--- src/rtl/psmac_stream.sv ---
// Precision-scalable streaming multiply-accumulate: one signed dot product per
// in_last-terminated vector, two register stages (multiply, accumulate).
module psmac_stream #(
  parameter int W     = 8,
  parameter int ACC_W = 20,
  parameter int SAT   = 0
) (
  input  logic                    clk,
  input  logic                    rst,
  input  logic                    in_valid,
  output logic                    in_ready,
  input  logic                    in_last,
  input  logic [W-1:0]            x,
  input  logic [W-1:0]            y,
  input  logic                    sx,
  input  logic                    sy,
  input  logic [1:0]              prec_x,
  input  logic [1:0]              prec_y,
  output logic                    out_valid,
  input  logic                    out_ready,
  output logic signed [ACC_W-1:0] out_sum,
  output logic                    out_ovf,
  output logic                    out_err
);
  localparam int PW = 2 * W + 2;

  function automatic logic [W-1:0] prec_gate(input logic [W-1:0] v, input logic [1:0] p);
    logic [W-1:0] m;
    case (p)
      2'd0:    m = {{(W/4){1'b1}}, {(W-W/4){1'b0}}};
      2'd1:    m = {{(W/2){1'b1}}, {(W-W/2){1'b0}}};
      default: m = '1;
    endcase
    return v & m;
  endfunction

  function automatic logic signed [W:0] sgn_ext(input logic [W-1:0] v, input logic s);
    return $signed({s & v[W-1], v});
  endfunction

  // Returns {overflow, result}; the result is clamped when SAT is set.
  function automatic logic [ACC_W:0] acc_add(input logic signed [ACC_W-1:0] a,
                                             input logic signed [ACC_W-1:0] b);
    logic signed [ACC_W-1:0] s;
    logic                    ov;
    s  = a + b;
    ov = (a[ACC_W-1] == b[ACC_W-1]) && (s[ACC_W-1] != a[ACC_W-1]);
    if (ov && SAT != 0)
      s = a[ACC_W-1] ? {1'b1, {(ACC_W-1){1'b0}}} : {1'b0, {(ACC_W-1){1'b1}}};
    return {ov, s};
  endfunction

  logic                    adv;
  logic [5:0]              cfg_p0;
  logic signed [W:0]       xe_p0, ye_p0;
  logic signed [PW-1:0]    prod_p0;

  logic                    vld_p1, last_p1, err_p1;
  logic signed [PW-1:0]    prod_p1;
  logic [5:0]              cfg_q;
  logic                    in_first;

  logic signed [ACC_W-1:0] acc_p2;
  logic                    first_p2, ovf_p2, err_p2;
  logic signed [ACC_W-1:0] base_p1;
  logic [ACC_W:0]          add_p1;
  logic                    ov_p1;
  logic signed [ACC_W-1:0] nxt_p1;

  assign adv      = !out_valid || out_ready;
  assign in_ready = adv;

  assign cfg_p0  = {prec_x, prec_y, sx, sy};
  assign xe_p0   = sgn_ext(prec_gate(x, prec_x), sx);
  assign ye_p0   = sgn_ext(prec_gate(y, prec_y), sy);
  assign prod_p0 = PW'(xe_p0) * PW'(ye_p0);

  // Stage 0 -> 1: gated multiply and per-beat config consistency
  always_ff @(posedge clk) begin
    if (rst) begin
      vld_p1   <= 1'b0;
      in_first <= 1'b1;
    end else if (adv) begin
      vld_p1 <= in_valid;
      if (in_valid) begin
        prod_p1  <= prod_p0;
        last_p1  <= in_last;
        err_p1   <= !in_first && (cfg_p0 != cfg_q);
        if (in_first)
          cfg_q <= cfg_p0;
        in_first <= in_last;
      end
    end
  end

  assign base_p1 = first_p2 ? '0 : acc_p2;
  assign add_p1  = acc_add(base_p1, ACC_W'(prod_p1));
  assign ov_p1   = add_p1[ACC_W];
  assign nxt_p1  = $signed(add_p1[ACC_W-1:0]);

  // Stage 1 -> 2: accumulate, sticky flags, result register
  always_ff @(posedge clk) begin
    if (rst) begin
      acc_p2    <= '0;
      first_p2  <= 1'b1;
      ovf_p2    <= 1'b0;
      err_p2    <= 1'b0;
      out_valid <= 1'b0;
      out_sum   <= '0;
      out_ovf   <= 1'b0;
      out_err   <= 1'b0;
    end else if (adv) begin
      if (vld_p1 && last_p1) begin
        out_sum   <= nxt_p1;
        out_ovf   <= ovf_p2 | ov_p1;
        out_err   <= err_p2 | err_p1;
        out_valid <= 1'b1;
        acc_p2    <= '0;
        first_p2  <= 1'b1;
        ovf_p2    <= 1'b0;
        err_p2    <= 1'b0;
      end else begin
        if (vld_p1) begin
          acc_p2   <= nxt_p1;
          first_p2 <= 1'b0;
          ovf_p2   <= ovf_p2 | ov_p1;
          err_p2   <= err_p2 | err_p1;
        end
        out_valid <= 1'b0;
      end
    end
  end
endmodule

--- config.mk ---
export PLATFORM = sky130hd
export DESIGN_NAME = psmac_stream
export DESIGN_NICKNAME = d
export VERILOG_FILES = /design/src/rtl/psmac_stream.sv
export SDC_FILE = /design/constraint.sdc
export NUM_CORES = 1
export LEC_CHECK = 0
export BUFFER_PORTS_ARGS = -buffer_cell sky130_fd_sc_hd__buf_4
export CORE_MARGIN = 5
export CORE_UTILIZATION = 54
export CTS_CLUSTER_SIZE = 28
export DETAILED_ROUTE_END_ITERATION = 8
export PLACE_DENSITY = 0.73
export SYNTH_ARGS = -nofsm -noshare
export SYNTH_HDL_FRONTEND = slang
export SYNTH_SLANG_ARGS = --single-unit
export TNS_END_PERCENT = 20
--- constraint.sdc ---
create_clock -name clk -period 10.73 [get_ports clk]
set_input_delay 1.073 -clock clk [delete_from_list [all_inputs] [get_ports clk]]
set_output_delay 1.073 -clock clk [all_outputs]
set_load 0.02 [all_outputs]
==> flow_summary_export.csv <==
group,metric,value,unit
critical_path,r2r-start,"first_p2$_SDFFE_PP1P_",
timing,hold_viol,0,
power_and_ir_drop,total_power,1110,µW
min_path,min_path_cells,2,
critical_path,cp-end-kind,"register",
timing,setup-tns-final,0,ns
critical_path,criticalPathCategory,"in2reg",
timing,holdWs,0.442,ns
timing,rsz0062_at_grt,"no",
timing,relSlewSlack,38.4,%
clock_network,cts_setup_buffers,0,
critical_path,critPathArrivalTime,6.09,ns
synthesis,ys_ff_latch,74,
floorplan,die_h,121,µm
job,max_cap_viol_count,0,
timing,setup_viol,0,
placed_design,hpwlAfterDp,11600,µm
floorplan,die_area,14600,µm²
clock_network,clock_latency,0.34,ns
drt,drtPass1Iterations,8,
critical_path,critPathMaxFanout,27,
floorplan,start_util,55.1,%
critical_path,critical-path-max-stage-delay,0.54,ns
clock_network,cts_inserted_buffers,9,
power_and_ir_drop,power_leakage,0.00354,µW
finish,drive_gt1_share,10.4,%
global_routing,grt.overflow.total,0,
timing,layout_min_cycle_time,6.01,ns
finish,fin_nets,897,
synthesis,yosysTopAreaCellShare,21.4,%
synthesis,synth.most_common_cell,"inv_1",
finish,synthToLayoutAreaGrowth,12.6,%
finish,post-route-util,62.1,%
finish,diodes,0,
drt,drt-initial-drc-count,229,
synthesis,ys_top_cells_by_area,"fa_1 21%, dfxtp_1 14%, edfxtp_1 12%, ha_1 11%, inv_1 5.0%",
power_and_ir_drop,ir_drop,0.0786,mV
clock_network,clockRootBuffer,"clkbuf_16",
global_routing,grt_pass1_wl,24000,µm
timing,worstMarginPinSlew,0.922,ns
synthesis,synthesis.area,6650,µm²
drt,drc,0,
critical_path,r2r_end,"ovf_p2$_SDFFE_PP0P_",
run_status,outcome,"completed",
synthesis,async_reset_ff_share,0,%
clock_network,cts_num_sinks,74,
critical_path,worst-path-buf-inv,5,
clock_network,path_clk_slew,0.06,ns
clock_network,htreeDepth,3,
clock_network,hold_buffers,0,
global_routing,antenna_found_initial,0,
global_routing,track_usage,20.5,%
drt,detail-route-antenna-nets,0,
critical_path,crit_chain,"buf_4 -> o21a_1 -> and3_1 -> fa_1 -> inv_1 -> fa_1 -> inv_1 -> fa_1 -> fa_1 -> inv_1 -> fa_1 -> inv_1 -> ha_1 -> nor2b_1 -> nor4_1 -> o31ai_1 -> o41ai_1 -> xnor2_1",
critical_path,worstSetupStartpoint,"prec_x[1]",
finish,final_cells,915,
synthesis,synth.avg_cell_area,9.43,µm²
timing,slew_viol_final,0,
global_routing,grt_max_degree,28,
placed_design,numPortBuffers,50,
timing,fmax,166,MHz
floorplan,io_pins,51,
critical_path,reg2reg_depth,10,
drt,viasPerCell,5.51,
floorplan,core_region_area,12100,µm²
global_routing,grt_pass1_vias,5099,
critical_path,critPathTopFamily,"adder cells",
clock_network,ctsResizeCount,0,
timing,skew,0.00934,ns
power_and_ir_drop,p_per_area,149,nW/µm²
critical_path,slowest_stage,"fa_1",
drt,drt_wl_total,14500,µm
synthesis,ys_seq_area_share,26.2,%
critical_path,cp-start-kind,"input port",
critical_path,r2r_slack,7.49,ns
placed_design,gp_congestion,0.873,
synthesis,synth-edff-count,26,
drt,wl_per_cell,15.8,µm
min_path,worstHoldPathType,"reg2reg",
synthesis,synthCells,705,
min_path,hold_end,"acc_p2[19]$_SDFFE_PP0P_",
timing,finalCritPeriodShare,56.1,%
synthesis,synth_cell_types,54,
synthesis,yosysWarnings,0,
drt,vias,5040,
synthesis,netlist_top_cells_count,"89 x inv_1, 71 x fa_1, 61 x nand2_1, 57 x ha_1",
synthesis,synth_area_leader_cell,"fa_1",
floorplan,rows,40,
min_path,hp-start,"acc_p2[19]$_SDFFE_PP0P_",
critical_path,crit_top_cell,"fa_1",
synthesis,syn_nets,860,
critical_path,worstPathRequired,10.81,ns
floorplan,die_width,121,µm
clock_network,clock_path_buffers,2,
synthesis,synthFlopType,"dfxtp_1",
clock_network,cts_tree,"yes",
placed_design,place_inst,899,
[through the flow]
step / area (µm²) / setup WS [ns]
2_1_floorplan: 6650 / 4.76
5_1_grt: 7480 / 4.45
4_1_cts: 7480 / 4.75
3_5_place_dp: 7150 / 4.39
3_3_place_gp: 7150 / 4.49
6_report: 7480 / 4.72
[flip-flops by register name, summed over array words and instances (netlist names)]
register	flops
acc_p2	20
out_sum	20
prod_p1	18
cfg_q	6
err_p1	1
err_p2	1
first_p2	1
in_first	1
last_p1	1
out_err	1
out_ovf	1
out_valid	1
ovf_p2	1
vld_p1	1
[worst register-to-register path, stage by stage, from the launching register on]
cell	delay (ns)
dfxtp_1	0.92
nand2b_1	0.25
inv_1	0.06
ha_1	0.30
a211oi_2	0.25
nor3_1	0.10
o31a_1	0.30
o21a_1	0.27
a211oi_4	0.32
nor2_1	0.09
a221o_1	0.26
[report_power, final]
group,leakage (µW),internal [µW],total (µW),switching (µW)
combinational,0.00274,193,436,243
sequential,0.000636,331,347,15.6
clock,0.000164,206,329,123
[worst max path at each step]
| stage | endpoint | slack [ns] | cells after the start |
|---|---|---|---|
| floorplan | prod_p1[17]$_DFFE_PP_ | 4.76 | 19 |
| global placement | prod_p1[17]$_DFFE_PP_ | 4.49 | 19 |
| detailed placement | prod_p1[17]$_DFFE_PP_ | 4.39 | 19 |
| CTS | prod_p1[16]$_DFFE_PP_ | 4.75 | 18 |
| global route | prod_p1[16]$_DFFE_PP_ | 4.45 | 18 |
| finish | prod_p1[16]$_DFFE_PP_ | 4.72 | 18 |
[routing by layer]
metal	track usage, %	up-vias	wire length, µm	share of wire (%)
met3	3.78	21	743	5.1
li1	-	2424	-	-
met4	6.16	0	226	1.6
met1	26.3	2446	6340	44
met5	0	-	0	0
met2	35.4	149	7170	50
[layout make-up]
cell class | instances | area (µm²)
Tap cell | 168 | 210
Clock buffer | 13 | 314
Clock inverter | 3 | 22.5
Timing Repair Buffer | 52 | 390
Fill cell | 1016 | 4580
Sequential cell | 74 | 1740
Multi-Input combinational cell | 516 | 4470
Inverter | 89 | 334
[cells by family (layout without fill, tap and decap cells)]
logic type | count (synthesis) | count (layout) | synth area share, %
adders and majority gates | 128 | 128 | 32.1
buffers and inverters | 115 | 157 | 6.55
xor gates and xnor gates | 41 | 41 | 5.40
AOI/OAI and AO/OA | 126 | 126 | 13.3
muxes | 2 | 2 | 0.301
DFF | 74 | 74 | 26.2
and+or+nand+nor | 219 | 219 | 16.1
[layout by cell type (no fill, tap or decap), types with 11 or more instances in the layout]
| master | Yosys | final |
|---|---|---|
| inv_1 | 89 | 89 |
| fa_1 | 71 | 71 |
| nand2_1 | 61 | 61 |
| ha_1 | 57 | 57 |
| buf_4 | 0 | 52 |
| nor2_1 | 48 | 48 |
| dfxtp_1 | 48 | 48 |
| a21oi_1 | 31 | 30 |
| xnor2_1 | 29 | 29 |
| nor2b_1 | 27 | 27 |
| edfxtp_1 | 26 | 26 |
| nand3_1 | 24 | 24 |
| a22o_1 | 19 | 19 |
| o21ai_0 | 16 | 16 |
| and2_1 | 15 | 15 |
| xor2_1 | 12 | 12 |
| clkbuf_16 | 0 | 12 |
| o21a_1 | 11 | 11 |
| and3_1 | 11 | 11 |
No activity file was read; power rests on OpenSTA's default activity.
